File: src/rtl/add_pipe.sv
// add_pipe: pipelined WIDTH-bit add/sub, one WIDTH/STAGES-bit chunk resolved per stage.
// Latency: STAGES cycles from acceptance to out_valid; one op per cycle at full rate.
// Backpressure: the whole pipe advances only when out_valid=0 or out_ready=1; in_ready mirrors that.
// Optional unsigned saturation of the result is enabled with `define ADD_PIPE_SAT_EN.

module add_pipe #(
   parameter int WIDTH  = 16,
   parameter int STAGES = 4
) (
   input  logic             clk,
   input  logic             rst_n,
   input  logic             in_valid,
   output logic             in_ready,
   input  logic [WIDTH-1:0] a,
   input  logic [WIDTH-1:0] b,
   input  logic             sub,
`ifdef ADD_PIPE_SAT_EN
   input  logic             sat,
`endif
   output logic             out_valid,
   input  logic             out_ready,
   output logic [WIDTH:0]   s,
   output logic             ovf
);

   // Chunk width handled by each stage, and the width of a chunk sum with its carry.
   localparam int C   = WIDTH / STAGES;
   localparam int CP1 = C + 1;

   // Pipeline-wide advance: the output slot is free or is being drained this cycle.
   logic adv;

   // Per-stage registers. Operand skew registers are kept right-aligned: each stage
   // shifts the consumed chunk out, so the next stage always works on bits [C-1:0].
   // The sum deskew register fills from the top, so after STAGES shifts every
   // resolved chunk sits in its final position.
   logic [STAGES-1:0] vld_q;
   logic [WIDTH-1:0]  a_q   [STAGES];
   logic [WIDTH-1:0]  b_q   [STAGES];
   logic [WIDTH-1:0]  sum_q [STAGES];
   logic              cy_q  [STAGES];
`ifdef ADD_PIPE_SAT_EN
   logic              sub_q [STAGES];
   logic              sat_q [STAGES];
`endif

   // Stage inputs (what each stage sees this cycle) and their next-state values.
   logic [STAGES-1:0] st_vld;
   logic [WIDTH-1:0]  st_a   [STAGES];
   logic [WIDTH-1:0]  st_b   [STAGES];
   logic [WIDTH-1:0]  st_sum [STAGES];
   logic              st_cy  [STAGES];
`ifdef ADD_PIPE_SAT_EN
   logic              st_sub [STAGES];
   logic              st_sat [STAGES];
`endif
   logic [C:0]        cs     [STAGES];
   logic [WIDTH-1:0]  a_d    [STAGES];
   logic [WIDTH-1:0]  b_d    [STAGES];
   logic [WIDTH-1:0]  sum_d  [STAGES];
   logic              cy_d   [STAGES];

   // Output holding registers: only loaded by valid results, so they keep the last
   // result while bubbles pass through.
   logic [WIDTH:0]    s_q;
   logic [WIDTH:0]    s_d;
   logic              ovf_q;
   logic              ovf_d;
   logic [WIDTH-1:0]  res_lo;

   // Handshake: ready whenever the pipe can move.
   always_comb begin
      adv      = !vld_q[STAGES-1] || out_ready;
      in_ready = adv;
   end

   // Stage wiring and per-stage chunk adders; subtraction is a + ~b + 1.
   always_comb begin
      st_vld[0] = in_valid;
      st_a[0]   = a;
      st_b[0]   = sub ? ~b : b;
      st_cy[0]  = sub;
      st_sum[0] = '0;
`ifdef ADD_PIPE_SAT_EN
      st_sub[0] = sub;
      st_sat[0] = sat;
`endif
      for (int k = 1; k < STAGES; k++) begin
         st_vld[k] = vld_q[k-1];
         st_a[k]   = a_q[k-1];
         st_b[k]   = b_q[k-1];
         st_cy[k]  = cy_q[k-1];
         st_sum[k] = sum_q[k-1];
`ifdef ADD_PIPE_SAT_EN
         st_sub[k] = sub_q[k-1];
         st_sat[k] = sat_q[k-1];
`endif
      end
      for (int k = 0; k < STAGES; k++) begin
         cs[k]    = {1'b0, st_a[k][C-1:0]} + {1'b0, st_b[k][C-1:0]} + CP1'(st_cy[k]);
         a_d[k]   = st_a[k] >> C;
         b_d[k]   = st_b[k] >> C;
         sum_d[k] = (st_sum[k] >> C) | (WIDTH'(cs[k][C-1:0]) << (WIDTH - C));
         cy_d[k]  = cs[k][C];
      end
   end

   // Final result: carry out, signed overflow from MSB carries, optional saturation.
   always_comb begin
      // Carry into the MSB is a ^ b' ^ sum at the MSB; overflow is that XOR carry out.
      ovf_d  = st_a[STAGES-1][C-1] ^ st_b[STAGES-1][C-1]
             ^ cs[STAGES-1][C-1] ^ cs[STAGES-1][C];
      res_lo = sum_d[STAGES-1];
`ifdef ADD_PIPE_SAT_EN
      if (st_sat[STAGES-1]) begin
         if (!st_sub[STAGES-1] && cy_d[STAGES-1]) begin
            res_lo = '1;
         end else if (st_sub[STAGES-1] && !cy_d[STAGES-1]) begin
            res_lo = '0;
         end
      end
`endif
      // The carry bit always reports the raw, unsaturated carry.
      s_d = {cy_d[STAGES-1], res_lo};
   end

   // Stage registers: whole pipe moves on adv, holds otherwise; reset drops all work.
   always_ff @(posedge clk) begin
      if (!rst_n) begin
         vld_q <= '0;
         s_q   <= '0;
         ovf_q <= 1'b0;
         for (int k = 0; k < STAGES; k++) begin
            a_q[k]   <= '0;
            b_q[k]   <= '0;
            sum_q[k] <= '0;
            cy_q[k]  <= 1'b0;
`ifdef ADD_PIPE_SAT_EN
            sub_q[k] <= 1'b0;
            sat_q[k] <= 1'b0;
`endif
         end
      end else if (adv) begin
         vld_q <= st_vld;
         for (int k = 0; k < STAGES; k++) begin
            a_q[k]   <= a_d[k];
            b_q[k]   <= b_d[k];
            sum_q[k] <= sum_d[k];
            cy_q[k]  <= cy_d[k];
`ifdef ADD_PIPE_SAT_EN
            sub_q[k] <= st_sub[k];
            sat_q[k] <= st_sat[k];
`endif
         end
         if (st_vld[STAGES-1]) begin
            s_q   <= s_d;
            ovf_q <= ovf_d;
         end
      end
   end

   // Output drive.
   always_comb begin
      out_valid = vld_q[STAGES-1];
      s         = s_q;
      ovf       = ovf_q;
   end

endmodule

File: config.mk
export PLATFORM = sky130hd
export DESIGN_NAME = add_pipe
export DESIGN_NICKNAME = d
export VERILOG_FILES = /design/src/rtl/add_pipe.sv
export SDC_FILE = /design/constraint.sdc
export NUM_CORES = 1
export LEC_CHECK = 0
export BUFFER_PORTS_ARGS = -buffer_cell sky130_fd_sc_hd__buf_2
export CAP_MARGIN = 0
export CORE_AREA = 2 2 87 97
export CTS_CLUSTER_SIZE = 10
export DETAILED_ROUTE_END_ITERATION = 6
export DIE_AREA = 0 0 89 99
export PLACE_DENSITY = 0.76
export SLEW_MARGIN = 5
export SYNTH_ARGS = -nofsm -noshare
export SYNTH_HDL_FRONTEND = slang
export SYNTH_SLANG_ARGS = --single-unit
File: constraint.sdc
create_clock -name clk -period 5.7 [get_ports clk]
set_input_delay 0.57 -clock clk [delete_from_list [all_inputs] [get_ports clk]]
set_output_delay 0.57 -clock clk [all_outputs]
set_load 0.01 [all_outputs]
==> results of run 1 <==
## power breakdown
group	internal [uW]	switching [uW]
Combinational	56.7	54.5
Clock	227	223
Sequential	806	12.4
Total	1090	290
## routing by layer
layer / vias to the layer above / wire length (um) / track usage [%]
li1: 1240 / - / -
met5: - / 0 / 0
met2: 53 / 2830 / 23.9
met3: 9 / 292 / 3.69
met1: 1088 / 2560 / 17.5
met4: 0 / 83 / 7.92
## area by class of cell
cell class              count  area (um^2)  share of cell area [%]
well taps                 108          135                    2.84
inverters                   9         33.8                   0.709
clock buffers              12          155                    3.26
flip-flops and latches     97         2690                    56.5
repair buffers             56          280                    5.88
multi-input cells         202         1420                    29.7
clock inverters             4         51.3                    1.08
## registers in the layout (all words and copies together), names as in the netlist
signal,count
b_q,24
sum_q,24
ovf,1
vld_q,4
cy_q,3
s,17
a_q,24
## cell families after synthesis
family | synth area share [%]
simple gates | 14.6
flops | 63.7
compound gates | 6.66
buf+inv | 3.05
xor+xnor | 4.76
fa+ha+maj | 6.86
mux | 0.355
## cells in the final DEF (no fill, tap or decap), types with 2 or more instances in the layout
cell type,count
sky130_fd_sc_hd__a21boi_0,17
sky130_fd_sc_hd__a21o_1,6
sky130_fd_sc_hd__a21oi_1,8
sky130_fd_sc_hd__and3_1,51
sky130_fd_sc_hd__buf_2,56
sky130_fd_sc_hd__clkbuf_8,11
sky130_fd_sc_hd__dfxtp_1,22
sky130_fd_sc_hd__edfxtp_1,75
sky130_fd_sc_hd__fa_1,7
sky130_fd_sc_hd__ha_1,12
sky130_fd_sc_hd__inv_1,8
sky130_fd_sc_hd__nand2_1,37
sky130_fd_sc_hd__nand2_2,2
sky130_fd_sc_hd__nor2_1,19
sky130_fd_sc_hd__nor2b_1,4
sky130_fd_sc_hd__nor2b_4,2
sky130_fd_sc_hd__nor3_1,2
sky130_fd_sc_hd__o211a_1,2
sky130_fd_sc_hd__o21ai_0,4
sky130_fd_sc_hd__xnor2_1,17
sky130_fd_sc_hd__xor2_1,6
## worst min path at each step
stage	depth (start not counted)	slack (ns)	endpoint
3_5_place_dp	2	0.46	s[1]
2_1_floorplan	2	0.44	vld_q[0]
3_3_place_gp	2	0.45	vld_q[1]
6_report	2	0.46	s[8]
5_1_grt	2	0.49	s[0]
4_1_cts	2	0.47	s[1]
## per-stage QoR
step	hold WS [ns]	total power (uW)	area, um^2
after floorplan	0.441	916	4230
after global placement	0.453	942	4560
after detailed placement	0.457	948	4560
after CTS	0.468	1390	4760
after global routing	0.489	1430	4760
final	0.464	1380	4760
==> impl_results.rst, run 1 <==
.. list-table::
   :header-rows: 1

   * - Metric
     - Value
   * - Cell at the root of the clock tree
     - sky130_fd_sc_hd__clkbuf_8
   * - Final core occ
     - 60.9%
   * - Worst Path Buf+Inv
     - 1
   * - Final weighted congestion of routability-driven global placement
     - 0.691
   * - Final Max Tran Viols
     - 0
   * - Total routed wirelength
     - 5770 um
   * - Sequential area share after synthesis
     - 63.7%
   * - First-iteration detailed-routing DRC count
     - 117
   * - Total of flip-flops plus latches after synthesis
     - 97
   * - Hpwl dp
     - 3690 um
   * - Area delta synth->final
     - 12.6%
   * - Cell Count, Final, Fillers Out
     - 488
   * - Crit path setup slack, layout
     - 3.48 ns
   * - Fill cell total of the finished layout
     - 673
   * - FMAX
     - 451 MHz
   * - Commonest register cell after synthesis
     - sky130_fd_sc_hd__edfxtp_1
   * - Number of top-level pins
     - 57
   * - Arrival @ worst endpoint
     - 2.09 ns
   * - Maximum single-stage delay on the critical path
     - 0.75 ns
   * - Cell area power density
     - 290 mW/mm^2
   * - Cell class contributing the biggest share of worst-path delay
     - simple AND/OR/NAND/NOR gates
   * - Antenna violations before repair
     - 0
   * - Endpoint of the worst-slack reg-to-reg timing path
     - ovf
   * - Post-Syn Nets
     - 385
   * - Run status
     - finished, final reports clean
   * - Number of buffers added for setup after CTS
     - 0
   * - Maximum clock path buffer count
     - 2
   * - Worst hold path startpoint
     - s[8]
   * - Fin nets
     - 431
   * - Total Die Area
     - 0.00881 mm^2
   * - Largest area contributor in the netlist
     - sky130_fd_sc_hd__edfxtp_1
   * - Antenna-violating nets left
     - 0
   * - Number of hold buffers added after cts
     - 0
   * - Number of H-tree levels
     - 3
   * - Worst setup timing slack at the placement stage
     - 3.07 ns
   * - Time the worst path needs with I/O delays and setup
     - 2.22 ns
   * - Setup repair after global routing missed its margin
     - no
   * - Count of buffers from port buffering
     - 56
   * - Clk_lat worst skew
     - 0.36 ns
   * - Crit. Startpoint
     - rst_n
   * - Critical-path maximum fanout
     - 76
   * - Worst R2R Start
     - a_q[0][24]
   * - Peak supply drop
     - 0.107 mV
   * - Final hold violation count
     - 0
   * - First-pass GRT wire length
     - 9800 um
   * - Register-to-register setup slack
     - 3.65 ns
   * - Number of cells on the critical path
     - 2
   * - # setup viols final
     - 0
   * - Cell Area, Synth
     - 0.00423 mm^2
   * - Hold WC Path Type
     - reg2reg
   * - Proportion of synthesized flip-flops having asynchronous set or reset
     - 0%
   * - Synth cell types
     - 28
   * - Die span in x
     - 89 um
   * - Top cell types by occurrence after synthesis
     - sky130_fd_sc_hd__edfxtp_1 (75), sky130_fd_sc_hd__and3_1 (51), sky130_fd_sc_hd__nand2_1 (38), sky130_fd_sc_hd__dfxtp_1 (22), sky130_fd_sc_hd__nor2_1 (19)
   * - Diodes inserted
     - 0
   * - Ratio of final minimum period to clock period
     - 38.9%
   * - Capturing element type of the critical path
     - register
   * - Clock tree from TritonCTS
     - yes
   * - Leading cell type by number of instances after synthesis
     - sky130_fd_sc_hd__edfxtp_1
   * - Starting density of the core
     - 54.0%
   * - Overall die height
     - 99 um
   * - GR Util All Layers
     - 14.6%
   * - Total congestion overflow after global routing
     - 0
   * - Highest-delay cell along the critical path
     - sky130_fd_sc_hd__nand2_4
   * - Pin count of the biggest net entering global routing
     - 77
   * - Max Clock Skew
     - 0.0142 ns
   * - Std cell rows
     - 34
   * - Clock sinks
     - 97
   * - Worst Tran Pin Value
     - 0.982 ns
   * - Kind of start point of the critical path
     - input port
   * - R2R cell count
     - 6
   * - Mapped Avg Cell Area
     - 12.9 um^2
   * - Vias per inst
     - 4.90
   * - Fraction of layout cells with a size suffix above 1
     - 20.8%
   * - Ordered list of cells on the worst path
     - buf_2, nand2_4
   * - Most area-consuming cells after synthesis
     - sky130_fd_sc_hd__edfxtp_1 (53%), sky130_fd_sc_hd__dfxtp_1 (10%), sky130_fd_sc_hd__and3_1 (7.5%), sky130_fd_sc_hd__ha_1 (3.6%), sky130_fd_sc_hd__xnor2_1 (3.5%)
   * - Number of enable flip-flop cells after synthesis
     - 75
   * - Max-Slew Margin vs Limit
     - 34.6%
   * - Number of global-route vias before repair
     - 2268
   * - Clock buffer count from CTS
     - 9
   * - Clock-pin slew reported for the worst setup and hold paths after clock tree synthesis
     - 0.08 ns
   * - Static Leakage
     - 0.00219 uW
   * - DRC
     - 0
   * - Post-Synthesis Cells
     - 329
   * - Number of max-capacitance violations reported
     - 0
   * - Required time at the worst-slack endpoint
     - 5.57 ns
   * - Detailed-routing iteration count for the pre-antenna-repair pass
     - 4
   * - Total Negative Setup Slacks
     - 0 ns
   * - Post-detailed-route wirelength per cell
     - 11.8 um
   * - Detailed-route via count
     - 2390
   * - Top cell type's share of synthesized area
     - 53.3%
   * - Area of the core
     - 0.00783 mm^2
   * - Category of the most critical setup path
     - in2reg
   * - Number of placed instances with taps included
     - 472
   * - Yosys warning total
     - 0
   * - Critical path capture point
     - a_q[0][5]
   * - Number of gates resized after CTS
     - 0
(Power assumes the default switching activity.)
==> inputs of run 2 (changes only) <==
- CORE_AREA: 2 2 87 97 -> 2 2 90 101
- DIE_AREA: 0 0 89 99 -> 0 0 92 103
- PLACE_DENSITY: 0.76 -> 0.74
- clock period: 5.7 -> 2.02 ns (I/O delays scaled with it)
==> run 2 against run 1 <==
Non-clock buffer count increased by 6. Hold slack got worse by 0.33 ns. Global-route usage fell by 1.2 points. Largest power group unchanged. Sequential share of layout area fell by 0.83 points. First-iteration DRC count fell by 27%. Combinational power grew to 2.9 times the previous value. Sequential cell count unchanged. Core utilization fell by 4.4 points. Critical endpoint is now ovf. Setup slack worse by 3.3 ns. Critical path depth grew 4. Clock power grew to 2.9 times the previous value.
==> impl_results.rst, run 2 (same netlist as run 1, synthesis figures left out) <==
.. list-table::
   :header-rows: 1

   * - Metric
     - Value
   * - Hold Worst Slack
     - 0.137 ns (was 0.464 ns)
   * - Vias per inst
     - 4.81 (was 4.90)
   * - Most common library cell in the layout ignoring fill and taps
     - sky130_fd_sc_hd__edfxtp_1 (unchanged)
   * - Number of max-capacitance violations reported
     - 0 (unchanged)
   * - Overall die height
     - 103 um (was 99 um)
   * - Placed Instance Area
     - 0.00462 mm^2 (was 0.00456 mm^2)
   * - Clock sinks
     - 97 (unchanged)
   * - GR Util All Layers
     - 13.4% (was 14.6%)
   * - Hold WC Path Type
     - in2reg (was reg2reg)
   * - Critical-path maximum fanout
     - 2 (was 76)
   * - Number of top-level pins
     - 57 (unchanged)
   * - Final hold violation count
     - 0 (unchanged)
   * - Setup repair after global routing missed its margin
     - no (unchanged)
   * - Worst Tran Pin Value
     - 0.633 ns (was 0.982 ns)
   * - Antenna violations before repair
     - 0 (unchanged)
   * - Clock-pin slew reported for the worst setup and hold paths after clock tree synthesis
     - 0.09 ns (was 0.08 ns)
   * - Capturing element type of the critical path
     - register (unchanged)
   * - Die span in x
     - 92 um (was 89 um)
   * - Cell at the root of the clock tree
     - sky130_fd_sc_hd__clkbuf_8 (unchanged)
   * - Fill cell total of the finished layout
     - 738 (was 673)
   * - Post-route standard cell area excluding fillers
     - 0.00483 mm^2 (was 0.00476 mm^2)
   * - Required time at the worst-slack endpoint
     - 2.24 ns (was 5.57 ns)
   * - Area delta synth->final
     - 14.3% (was 12.6%)
   * - Cell Count, Final, Fillers Out
     - 500 (was 488)
   * - Std cell rows
     - 36 (was 34)
   * - Number of global-route vias before repair
     - 2304 (was 2268)
   * - Final core occ
     - 56.5% (was 60.9%)
   * - Clock tree from TritonCTS
     - yes (unchanged)
   * - Detailed-routing iteration count for the pre-antenna-repair pass
     - 4 (unchanged)
   * - Maximum clock path buffer count
     - 2 (unchanged)
   * - Crit. Startpoint
     - a_q[0][24] (was rst_n)
   * - Category of the most critical setup path
     - reg2reg (was in2reg)
   * - Detailed-route via count
     - 2404 (was 2390)
   * - FMAX
     - 532 MHz
   * - Clock buffer count from CTS
     - 9 (unchanged)
   * - Run status
     - finished, final reports clean (unchanged)
   * - Antenna-violating nets left
     - 0 (unchanged)
   * - Register-to-register setup slack
     - 0.14 ns (was 3.65 ns)
   * - Post-detailed-route wirelength per cell
     - 12.0 um (was 11.8 um)
   * - Number of H-tree levels
     - 3 (unchanged)
   * - Count of buffers from port buffering
     - 56 (unchanged)
   * - Total congestion overflow after global routing
     - 0 (unchanged)
   * - Final Max Tran Viols
     - 0 (unchanged)
   * - Number of buffers added for setup after CTS
     - 0 (unchanged)
   * - Fraction of layout cells with a size suffix above 1
     - 22.5% (was 20.8%)
   * - Total Die Area
     - 0.00948 mm^2 (was 0.00881 mm^2)
   * - Area of the core
     - 0.00856 mm^2 (was 0.00783 mm^2)
   * - DRC
     - 0 (unchanged)
   * - Total routed wirelength
     - 5980 um (was 5770 um)
   * - Number of placed instances with taps included
     - 484 (was 472)
   * - Kind of start point of the critical path
     - register (was input port)
   * - End point of the most critical hold path
     - vld_q[0] (was s[8])
   * - Ratio of final minimum period to clock period
     - 93.1%
   * - Final weighted congestion of routability-driven global placement
     - 0.754 (was 0.691)
   * - Clk_lat worst skew
     - 0.36 ns (about the same)
   * - Max-Slew Margin vs Limit
     - 57.8% (was 34.6%)
   * - Pin count of the biggest net entering global routing
     - 76 (was 77)
   * - Worst setup timing slack at the placement stage
     - -0.0203 ns (was 3.07 ns)
   * - Cell area power density
     - 814 mW/mm^2 (was 290 mW/mm^2)
   * - First-pass GRT wire length
     - 9910 um (was 9800 um)
   * - Largest registers ranked by flip-flop count
     - a_q: 24 flops, b_q: 24 flops, sum_q: 24 flops (unchanged)
   * - Time the worst path needs with I/O delays and setup
     - 1.88 ns
   * - Crit path setup slack, layout
     - 0.139 ns (was 3.48 ns)
   * - Worst hold path startpoint
     - in_valid (was s[8])
   * - Starting density of the core
     - 49.4% (was 54.0%)
   * - Hpwl dp
     - 3970 um (was 3690 um)
   * - Arrival @ worst endpoint
     - 2.10 ns (was 2.09 ns)
   * - Static Leakage
     - 0.00221 uW (was 0.00219 uW)
   * - Diodes inserted
     - 0 (unchanged)
   * - # setup viols final
     - 0 (unchanged)
   * - Worst R2R Start
     - a_q[0][24] (unchanged)
   * - Max Clock Skew
     - 0.00692 ns (was 0.0142 ns)
   * - Count of cells along the worst hold path
     - 3 (was 2)
   * - Endpoint of the worst-slack reg-to-reg timing path
     - ovf (unchanged)
   * - First-iteration detailed-routing DRC count
     - 85 (was 117)
   * - Commonest non-fill, non-tap cells in the layout
     - sky130_fd_sc_hd__edfxtp_1 (75), sky130_fd_sc_hd__buf_2 (56), sky130_fd_sc_hd__and3_1 (51) (unchanged)
   * - R2R cell count
     - 6 (unchanged)
   * - Fin nets
     - 437 (was 431)
   * - Peak supply drop
     - 0.385 mV (was 0.107 mV)
-- run 2: how the worst max path moves through the flow --
stage	end	cells after the start
floorplan	ovf	6
global placement	ovf	6
detailed placement	ovf	6
CTS	ovf	6
global route	ovf	6
finish	ovf	6
-- run 2: critical path, stage by stage, from the launching register on --
cell and delay [ns]:
sky130_fd_sc_hd__edfxtp_1 0.41, sky130_fd_sc_hd__fa_2 0.42, sky130_fd_sc_hd__fa_2 0.36, sky130_fd_sc_hd__a21o_1 0.17, sky130_fd_sc_hd__a21oi_2 0.17, sky130_fd_sc_hd__xnor2_1 0.13, sky130_fd_sc_hd__a21oi_1 0.08
-- run 2: per-stage QoR --
| stage | TNS [ns] | total power [uW] |
|---|---|---|
| floorplan | 0 | 2590 |
| CTS | 0 | 3970 |
| global route | 0 | 4100 |
| detailed placement | -0.0203 | 2680 |
| finish | 0 | 3940 |
| global placement | 0 | 2660 |
-- run 2: final cells by class --
type	count	area, um^2	area share [%]
clock buffers	9	124	2.56
clock inverters	7	85.1	1.76
inverters	9	33.8	0.699
multi-input cells	202	1420	29.3
flip-flops and latches	97	2690	55.7
well taps	114	143	2.95
repair buffers	62	338	6.99
-- run 2: per-layer routing --
metal | global-route usage, % | share of wire (%) | up-vias
li1 | - | - | 1253
met1 | 15.2 | 44 | 1086
met2 | 22.6 | 48 | 53
met3 | 3.73 | 5.5 | 12
met4 | 8.50 | 2.7 | 0
met5 | 0 | 0 | -
-- run 2: where the power goes --
group / switching, uW / leakage [uW] / internal (uW)
combinational: 158 / 0.00104 / 165
clock: 622 / 0.000104 / 684
sequential: 33.5 / 0.00106 / 2270
total: 813 / 0.00221 / 3120
-- run 2: timing repair --
item                       4_1_cts  5_1_grt
cloned                           0        0
setup endpoints to repair        2        2
hold buffers                     0        0
resized for setup                1        2
==> inputs of run 3 (changes only) <==
- CAP_MARGIN: 0 -> 20
- CELL_PAD_IN_SITES_DETAIL_PLACEMENT: unset -> 2
- CELL_PAD_IN_SITES_GLOBAL_PLACEMENT: unset -> 2
- CORE_AREA: 2 2 90 101 -> 2 2 108 121
- DIE_AREA: 0 0 92 103 -> 0 0 110 123
- PLACE_DENSITY: 0.74 -> unset
- PLACE_DENSITY_LB_ADDON: unset -> 0.1
- TNS_END_PERCENT: unset -> 50
==> run 3 against run 2 <==
Maximum frequency decreased by 1.7%. Clock skew increased by 0.0020 ns. Sequential cell count unchanged. Routed wire length increased by 41%. Clock-buffer cell count increased by 3. Register-to-register slack got worse by 0.03 ns. Design area increased by 4.1%. Largest cell class unchanged. Largest power group unchanged.
==> impl_results.rst, run 3 (same netlist as run 1, synthesis figures left out) <==
.. list-table::
   :header-rows: 1

   * - Metric
     - Value
   * - Run status
     - finished, final reports clean (unchanged)
   * - Post-detailed-route wirelength per cell
     - 15.5 um (was 12.0 um)
   * - Commonest non-fill, non-tap cells in the layout
     - sky130_fd_sc_hd__edfxtp_1 (75), sky130_fd_sc_hd__buf_2 (56), sky130_fd_sc_hd__and3_1 (51) (unchanged)
   * - Antenna violations before repair
     - 0 (unchanged)
   * - Time the worst path needs with I/O delays and setup
     - 1.91 ns (was 1.88 ns)
   * - Area of the core
     - 0.0123 mm^2 (was 0.00856 mm^2)
   * - Final weighted congestion of routability-driven global placement
     - 0.720 (was 0.754)
   * - Kind of start point of the critical path
     - register (unchanged)
   * - DRC
     - 0 (unchanged)
   * - Fill cell total of the finished layout
     - 1266 (was 738)
   * - Pin count of the biggest net entering global routing
     - 76 (unchanged)
   * - Highest-delay cell along the critical path
     - sky130_fd_sc_hd__fa_2 (unchanged)
   * - Number of gates resized after CTS
     - 1 (unchanged)
   * - Count of cells along the worst hold path
     - 3 (unchanged)
   * - Clock buffer count from CTS
     - 9 (unchanged)
   * - Total congestion overflow after global routing
     - 0 (unchanged)
   * - Static Leakage
     - 0.00229 uW (was 0.00221 uW)
   * - Cell at the root of the clock tree
     - sky130_fd_sc_hd__clkbuf_16 (was sky130_fd_sc_hd__clkbuf_8)
   * - Peak supply drop
     - 0.467 mV (was 0.385 mV)
   * - Ratio of final minimum period to clock period
     - 94.7% (was 93.1%)
   * - Vias per inst
     - 4.70 (was 4.81)
   * - Number of buffers added for setup after CTS
     - 0 (unchanged)
   * - Worst Tran Pin Value
     - 0.401 ns (was 0.633 ns)
   * - Worst setup timing slack at the placement stage
     - -0.0179 ns (was -0.0203 ns)
   * - FMAX
     - 523 MHz (was 532 MHz)
   * - Maximum clock path buffer count
     - 2 (unchanged)
   * - Number of H-tree levels
     - 3 (unchanged)
   * - Die span in x
     - 110 um (was 92 um)
   * - Detailed-routing iteration count for the pre-antenna-repair pass
     - 4 (unchanged)
   * - Worst hold path startpoint
     - in_valid (unchanged)
   * - Final hold violation count
     - 0 (unchanged)
   * - Ordered list of cells on the worst path
     - fa_2, fa_1, a21o_1, a21oi_2, xnor2_1, a21oi_1 (was fa_2, fa_2, a21o_1, a21oi_2, xnor2_1, a21oi_1)
   * - Crit path setup slack, layout
     - 0.107 ns (was 0.139 ns)
   * - Clock-pin slew reported for the worst setup and hold paths after clock tree synthesis
     - 0.06 ns (was 0.09 ns)
   * - First-pass GRT wire length
     - 14000 um (was 9910 um)
   * - Clock tree from TritonCTS
     - yes (unchanged)
   * - R2R cell count
     - 6 (unchanged)
   * - Cell area power density
     - 891 mW/mm^2 (was 814 mW/mm^2)
   * - Cell Count, Final, Fillers Out
     - 545 (was 500)
   * - First-iteration detailed-routing DRC count
     - 109 (was 85)
   * - Critical-path maximum fanout
     - 2 (unchanged)
   * - Max-Slew Margin vs Limit
     - 73.3% (was 57.8%)
   * - Number of global-route vias before repair
     - 2784 (was 2304)
   * - Diodes inserted
     - 0 (unchanged)
   * - Multi-input combinational cell area
     - 0.00142 mm^2 (about the same)
   * - Final Max Tran Viols
     - 0 (unchanged)
   * - Clk_lat worst skew
     - 0.34 ns (was 0.36 ns)
   * - Endpoint of the worst-slack reg-to-reg timing path
     - ovf (unchanged)
   * - Most common library cell in the layout ignoring fill and taps
     - sky130_fd_sc_hd__edfxtp_1 (unchanged)
   * - Clock sinks
     - 97 (unchanged)
   * - Area delta synth->final
     - 19.1% (was 14.3%)
   * - Post-route standard cell area excluding fillers
     - 0.00503 mm^2 (was 0.00483 mm^2)
   * - Number of max-capacitance violations reported
     - 0 (unchanged)
   * - Arrival @ worst endpoint
     - 2.14 ns (was 2.10 ns)
   * - Setup repair after global routing missed its margin
     - no (unchanged)
   * - Worst R2R Start
     - a_q[0][24] (unchanged)
   * - Category of the most critical setup path
     - reg2reg (unchanged)
   * - End point of the most critical hold path
     - vld_q[0] (unchanged)
   * - GR Util All Layers
     - 14.0% (was 13.4%)
   * - Number of top-level pins
     - 57 (unchanged)
   * - Final core occ
     - 40.9% (was 56.5%)
   * - Overall die height
     - 123 um (was 103 um)
   * - Std cell rows
     - 43 (was 36)
   * - Required time at the worst-slack endpoint
     - 2.24 ns (about the same)
   * - Max Clock Skew
     - 0.00889 ns (was 0.00692 ns)
   * - Number of hold buffers added after cts
     - 0 (unchanged)
   * - Number of placed instances with taps included
     - 529 (was 484)
   * - Placed Instance Area
     - 0.00470 mm^2 (was 0.00462 mm^2)
   * - Register-to-register setup slack
     - 0.11 ns (was 0.14 ns)
   * - Count of buffers from port buffering
     - 56 (unchanged)
   * - Hpwl dp
     - 5520 um (was 3970 um)
   * - FF/Latch Area
     - 0.00269 mm^2 (unchanged)
   * - Largest registers ranked by flip-flop count
     - a_q: 24 flops, b_q: 24 flops, sum_q: 24 flops (unchanged)
   * - Hold WC Path Type
     - in2reg (unchanged)
   * - Starting density of the core
     - 34.3% (was 49.4%)
   * - Hold Worst Slack
     - 0.118 ns (was 0.137 ns)
   * - Crit. Startpoint
     - a_q[0][24] (unchanged)
   * - Detailed-route via count
     - 2560 (was 2404)
   * - Total routed wirelength
     - 8420 um (was 5980 um)
   * - Fraction of layout cells with a size suffix above 1
     - 23.2% (was 22.5%)
   * - Antenna-violating nets left
     - 0 (unchanged)
   * - Maximum single-stage delay on the critical path
     - 0.41 ns (was 0.42 ns)
   * - # setup viols final
     - 0 (unchanged)
   * - Fin nets
     - 439 (was 437)
   * - Total Die Area
     - 0.0135 mm^2 (was 0.00948 mm^2)
   * - Capturing element type of the critical path
     - register (unchanged)
[run 3: how the worst max path moves through the flow]
stage	to	slack [ns]	cells after the start
2_1_floorplan	ovf	0.11	6
3_5_place_dp	ovf	-0.02	6
5_1_grt	ovf	0.00006	6
6_report	ovf	0.11	6
3_3_place_gp	ovf	0.02	6
4_1_cts	ovf	0.04	6
[run 3: final cells by class]
class	instances	share of cell area [%]
timing repair buffer	64	7.26
sequential	97	53.5
multi-input combinational	202	28.2
tap	157	3.90
clock inverter	4	0.944
inverter	9	0.671
clock buffer	12	5.52
[run 3: per-stage QoR]
stage | total power, uW | setup TNS [ns]
6_report | 4490 | 0
5_1_grt | 4690 | 0
4_1_cts | 4560 | 0
3_5_place_dp | 2720 | -0.0231
3_3_place_gp | 2690 | 0
2_1_floorplan | 2590 | 0
[run 3: per-layer routing]
| metal | vias to the layer above | global-route usage (%) | share of wire, % |
|---|---|---|---|
| li1 | 1260 | - | - |
| met5 | - | 0 | 0 |
| met2 | 47 | 23.6 | 51 |
| met4 | 0 | 7.12 | 2.1 |
| met3 | 8 | 3.00 | 3.6 |
| met1 | 1245 | 16.8 | 44 |
[run 3: report_power, final]
part	internal, uW	total, uW	switching (uW)
Sequential	2280	2320	39.4
Combinational	172	348	176
Clock	1100	1820	724
Total	3550	4490	939
[run 3: worst max-delay path, delay by kind of cell (launching register included)]
family          cells  cell delay [ns]
fa+ha+maj           2             0.82
xor+xnor            1             0.13
flops               1             0.40
compound gates      3             0.45
